File: src/rtl/cpu_pkg.sv
// Shared opcodes, ALU select encoding and instruction field positions for the cpu core.
package cpu_pkg;

  localparam logic [7:0] OP_LOADI = 8'h00;
  localparam logic [7:0] OP_MOV   = 8'h01;
  localparam logic [7:0] OP_ADD   = 8'h02;
  localparam logic [7:0] OP_SUB   = 8'h03;
  localparam logic [7:0] OP_AND   = 8'h04;
  localparam logic [7:0] OP_OR    = 8'h05;
  localparam logic [7:0] OP_J     = 8'h06;
  localparam logic [7:0] OP_BEQ   = 8'h07;
  localparam logic [7:0] OP_BNE   = 8'h08;

  typedef enum logic [1:0] {
    ALU_FWD = 2'd0,
    ALU_ADD = 2'd1,
    ALU_AND = 2'd2,
    ALU_OR  = 2'd3
  } alu_sel_e;

  localparam int OPC_LSB  = 24;
  localparam int DEST_LSB = 16;
  localparam int SRC1_LSB = 8;
  localparam int SRC2_LSB = 0;
  localparam int FIELD_W  = 8;
  localparam int REG_AW   = 3;

endpackage

File: src/rtl/cpu_reg_file.sv
// 8 x 8-bit register file: two combinational read ports, one synchronous write port.
// Reads of the register being written return the old value until the edge.
module cpu_reg_file
  import cpu_pkg::*;
(
  input  logic              clk,
  input  logic              reset,
  input  logic [REG_AW-1:0] raddr1,
  input  logic [REG_AW-1:0] raddr2,
  output logic [7:0]        rdata1,
  output logic [7:0]        rdata2,
  input  logic              we,
  input  logic [REG_AW-1:0] waddr,
  input  logic [7:0]        wdata
);

  logic [7:0] regs [8];

  assign rdata1 = regs[raddr1];
  assign rdata2 = regs[raddr2];

  always_ff @(posedge clk) begin
    if (reset) begin
      for (int i = 0; i < 8; i++) regs[i] <= 8'h00;
    end else if (we) begin
      regs[waddr] <= wdata;
    end
  end

endmodule

File: src/rtl/cpu.sv
// Single-cycle 8-bit core with 32-bit byte-addressed PC and inline decode/ALU/PC logic.
// Optional bne opcode (0x08) is enabled by defining CPU_BNE_EN.
module cpu
  import cpu_pkg::*;
(
  input  logic        CLK,
  input  logic        RESET,
  input  logic [31:0] INSTRUCTION,
  output logic [31:0] PC_OUT
);

  logic [31:0] pc;
  logic [31:0] pc_next;
  logic [31:0] pc_plus4;
  logic [31:0] pc_target;

  logic [7:0] opcode;
  logic [7:0] dest;
  logic [7:0] src1;
  logic [7:0] src2;

  logic [7:0] rdata1;
  logic [7:0] rdata2;
  logic [7:0] operand_b;
  logic [7:0] operand_b_eff;
  logic [7:0] sum;
  logic [7:0] alu_result;
  logic       zero;

  alu_sel_e alu_sel;
  logic     reg_we;
  logic     use_imm;
  logic     sub_en;
  logic     take_branch;

  logic unused_fields;

  assign opcode = INSTRUCTION[OPC_LSB  +: FIELD_W];
  assign dest   = INSTRUCTION[DEST_LSB +: FIELD_W];
  assign src1   = INSTRUCTION[SRC1_LSB +: FIELD_W];
  assign src2   = INSTRUCTION[SRC2_LSB +: FIELD_W];

  assign unused_fields = ^src1[7:REG_AW];

  cpu_reg_file u_rf (
    .clk    (CLK),
    .reset  (RESET),
    .raddr1 (src1[REG_AW-1:0]),
    .raddr2 (src2[REG_AW-1:0]),
    .rdata1 (rdata1),
    .rdata2 (rdata2),
    .we     (reg_we),
    .waddr  (dest[REG_AW-1:0]),
    .wdata  (alu_result)
  );

  always_comb begin
    alu_sel     = ALU_FWD;
    reg_we      = 1'b0;
    use_imm     = 1'b0;
    sub_en      = 1'b0;
    take_branch = 1'b0;
    case (opcode)
      OP_LOADI: begin reg_we = 1'b1; use_imm = 1'b1; end
      OP_MOV:   reg_we = 1'b1;
      OP_ADD:   begin reg_we = 1'b1; alu_sel = ALU_ADD; end
      OP_SUB:   begin reg_we = 1'b1; alu_sel = ALU_ADD; sub_en = 1'b1; end
      OP_AND:   begin reg_we = 1'b1; alu_sel = ALU_AND; end
      OP_OR:    begin reg_we = 1'b1; alu_sel = ALU_OR; end
      OP_J:     take_branch = 1'b1;
      OP_BEQ:   begin alu_sel = ALU_ADD; sub_en = 1'b1; take_branch = zero; end
`ifdef CPU_BNE_EN
      OP_BNE:   begin alu_sel = ALU_ADD; sub_en = 1'b1; take_branch = !zero; end
`endif
      default:  ;
    endcase
  end

  // Subtract is add of the two's complement: invert B and carry in one.
  assign operand_b     = use_imm ? src2 : rdata2;
  assign operand_b_eff = sub_en ? ~operand_b : operand_b;
  assign sum           = rdata1 + operand_b_eff + {7'b0, sub_en};
  assign zero          = (sum == 8'h00);

  always_comb begin
    alu_result = operand_b;
    case (alu_sel)
      ALU_FWD: alu_result = operand_b;
      ALU_ADD: alu_result = sum;
      ALU_AND: alu_result = rdata1 & operand_b;
      ALU_OR:  alu_result = rdata1 | operand_b;
      default: alu_result = operand_b;
    endcase
  end

  assign pc_plus4  = pc + 32'd4;
  assign pc_target = pc_plus4 + {{22{dest[7]}}, dest, 2'b00};
  assign pc_next   = take_branch ? pc_target : pc_plus4;

  always_ff @(posedge CLK) begin
    if (RESET) pc <= 32'h0;
    else       pc <= pc_next;
  end

  assign PC_OUT = pc;

endmodule

File: config.mk
export PLATFORM = sky130hd
export DESIGN_NAME = cpu
export DESIGN_NICKNAME = d
export VERILOG_FILES = /design/src/rtl/cpu_pkg.sv /design/src/rtl/cpu_reg_file.sv /design/src/rtl/cpu.sv
export SDC_FILE = /design/constraint.sdc
export NUM_CORES = 1
export LEC_CHECK = 0
export BUFFER_PORTS_ARGS = -buffer_cell sky130_fd_sc_hd__buf_2
export CAP_MARGIN = 20
export CORE_ASPECT_RATIO = 2
export CORE_UTILIZATION = 50
export CTS_CLUSTER_SIZE = 30
export DETAILED_ROUTE_END_ITERATION = 12
export PLACE_DENSITY = 0.69
export RECOVER_POWER = 100
export SYNTH_ARGS = -nofsm -noshare
export SYNTH_HDL_FRONTEND = slang
export SYNTH_SLANG_ARGS = --single-unit
export TNS_END_PERCENT = 50
File: constraint.sdc
create_clock -name CLK -period 5.4 [get_ports CLK]
set_input_delay 0.27 -clock CLK [delete_from_list [all_inputs] [get_ports CLK]]
set_output_delay 0.27 -clock CLK [all_outputs]
set_load 0.005 [all_outputs]
==> out/qor.yml <==
floorplan:
  die_w_um: 87.7
  design.core.area_sq_mm: 0.0144
  dieArea_sq_mm: 0.0152
  die_h_um: 173
  num_rows: 62
  start_util_pct: 51.2
  ioPinCount: 66
place:
  hpwl_um: 16300
  io_buffers: 58
  place_congestion: 0.963
routing:
  dr.pass1.iters: 5
  drtAntennaViolNets: 0
  drt_iter0_markers: 404
  num_vias: 6328
  viasPerCell: 6.29
  drc: 0
  postRouteWirelength_um: 20700
  wl_per_cell_um: 20.6
worst_setup_path:
  cp.required_ns: 5.65
  rrSetupSlack_ns: 0.80
  critPathArrivalTime_ns: 5.18
  rr_endpoint: "PC_OUT[31]"
  end_kind: "flop"
  path_cells: "clkbuf_1 > or4_1 > nor3b_1 > nand2_2 > xnor2_1 > fa_1 > a21o_1 > a21oi_1 > xnor2_1 > or4_1 > nor3_2 > and4b_4 > nor2_4 > o41ai_1"
  critPathMaxStageDelay_ns: 0.69
  critPathLaunch: "INSTRUCTION[30]"
  crit_type: "in -> reg"
  cp.buffers_inverters: 1
  cp.depth: 14
  crit_path_max_fanout: 21
  r2r-start: "PC_OUT[2]"
  ff2ff_path_depth: 18
  cp_top_family: "simple AND/OR/NAND/NOR gates"
  start_kind: "primary input"
  cp_slowest_cell: "nor3b_1"
sta:
  maxSlewHeadroom_pct: -1.79
  maxSlewViolCount: 29
  rsz0062_at_grt: "no"
  worstMarginPinSlew_ns: 1.53
  hold_violations: 0
  tns_ns: 0
  fmax_ghz: 0.203
  period_share_pct: 91.2
  setup_viol: 0
  worst_clock_skew_ns: 0.0111
  period_needed_ns: 4.93
synthesis:
  synth_warnings: 0
  synth-edff-count: 64
  syn_avg_cell_area_sq_um: 9.65
  postSynthCellCount: 762
  ys.flop_type: "edfxtp_1"
  synth_area_sq_mm: 0.00735
  synth-seq-cells: 94
  ys_async_sr_fraction_pct: 0
  yosysUniqueCellTypes: 80
  yosysSeqAreaShare_pct: 34.3
global_routing:
  grt_pass1_wl_um: 33000
  grtUsageTotal_pct: 29.1
  grt_pass1_vias: 6634
  grt_max_degree: 29
  grt_overflow: 0
  antenna_found_initial: 0
cts:
  cts.sinks: 94
  clkTransAtPathRegs_ns: 0.07
  cts_tree: "yes"
  post_cts_buffers: 0
  clockRootBuffer: "clkbuf_16"
  cts.repair.resized: 0
  insertion_delay_ns: 0.35
  numCtsBuffers: 9
  htreeDepth: 3
  hold_buffers: 0
  clk_path_buf_depth: 2
hold_path:
  worstHoldEndpoint: "PC_OUT[2]"
  hold_class: "in -> reg"
  hold_path.startpoint: "INSTRUCTION[16]"
  hold_depth: 4
status:
  violations: "capacitance limit, slew limit"
  status: "finished, violations left"
job:
  maxCapViolations: 1
power:
  leakage_nw: 3.18
  powerDensity_mw_per_mm2: 217
  peakVddDrop_mv: 0.148
finish:
  syn2layout_area_growth_pct: 9.02
  fill_cells: 1317
  layout_commonest_cell: "nor2_1"
  layout_common_cells: "nor2_1 (91), edfxtp_1 (64), a21oi_1 (58), nand2_1 (55), buf_2 (45)"
  drive_gt1_share_pct: 15.1
  layout.nets: 881
  n_antenna_cell: 0
  finish.utilization_pct: 55.9
==> state kept, by name, summed over array words and instances, names as in the netlist <==
register   cells
PC_OUT        30
u_rf.regs     64
==> layout make-up <==
type	instances	area [sq um]	share of cell area (%)
sequential	94	2520	31.5
inverter	22	82.6	1.03
clock buffer	9	225	2.81
timing repair buffer	67	335	4.18
tap	192	240	3.00
multi-input combinational	615	4560	56.9
clock inverter	7	50.0	0.624
==> per-layer routing <==
layer | vias up | share of wire [%] | GRT usage, %
met3 | 87 | 3.9 | 3.90
met2 | 247 | 58 | 56.1
met4 | 0 | 6.4 | 19.7
met1 | 3036 | 32 | 26.3
li1 | 2958 | - | -
met5 | - | 0 | 0
==> worst max path at each step <==
stage,endpoint,slack [ns]
6_report,PC_OUT[20],0.47
5_1_grt,PC_OUT[20],0.24
3_5_place_dp,PC_OUT[20],0.60
2_1_floorplan,PC_OUT[24],1.17
4_1_cts,PC_OUT[20],0.89
3_3_place_gp,PC_OUT[20],0.68
==> synthesized netlist by cell type (5+ instances only) <==
cell      count  share of area, %
clkbuf_1     17              0.87
xnor2_1      40               4.8
xor2_1       23               2.7
o211ai_1      8              0.82
nor2b_1       9              0.77
mux2_2        7               1.1
a211o_1       5              0.60
a21o_1       12               1.2
nand4_1      10              0.85
nand2b_1      5              0.43
maj3_1        5              0.68
a211oi_1      9              0.92
nor3_1       14              0.95
and2_1        7              0.60
o21bai_1      8              0.82
buf_2         5              0.34
mux4_2       29               8.9
inv_1        21               1.1
a21oi_1      58               3.9
nand3_1      40               2.7
ha_1         36               6.1
o21a_1        7              0.71
a31o_1        5              0.60
dfxtp_1      30               8.2
edfxtp_1     64                26
o21ai_1       9              0.61
nand2_1      55               2.8
o21ai_0      31               2.1
and3_1       13               1.1
nor2_1       91               4.6
mux2i_1       9               1.2
==> worst register-to-register path: cells and delay by family (launching register included) <==
family	cells	cell delay, ns
buffers and inverters	1	0.28
xor gates and xnor gates	1	0.23
muxes	1	0.22
and+or+nand+nor	10	2.13
AOI/OAI and AO/OA	3	0.65
DFF	1	0.44
adders and majority gates	2	0.58
==> logic make-up (layout without fill, tap and decap cells) <==
family / Yosys count / count (layout) / synth area share, %
mux: 48 / 48 / 12.2
xor+xnor: 63 / 63 / 7.51
fa+ha+maj: 43 / 43 / 7.35
other cells: 1 / 2 / 0.0510
compound gates: 183 / 183 / 16.4
flops: 94 / 94 / 34.3
simple gates: 276 / 276 / 18.8
buf+inv: 54 / 105 / 3.42
==> power breakdown <==
group	leakage (nW)	internal [mW]	total (mW)	switching [mW]
Combinational	2.14	0.141	0.344	0.203
Sequential	0.903	0.786	0.799	0.0126
Clock	0.140	0.314	0.600	0.286
==> through the flow <==
step	hold WS, ns	setup WS [ns]	cells	power, mW	instance area (sq um)
finish	0.393	0.474	1006	1.74	8020
global route	0.455	0.240	1006	1.81	8020
floorplan	0.571	1.17	763	1.06	7360
CTS	0.383	0.888	1005	1.75	8050
detailed placement	0.571	0.598	989	1.15	7780
global placement	0.569	0.682	989	1.15	7780
(Power assumes the default switching activity.)
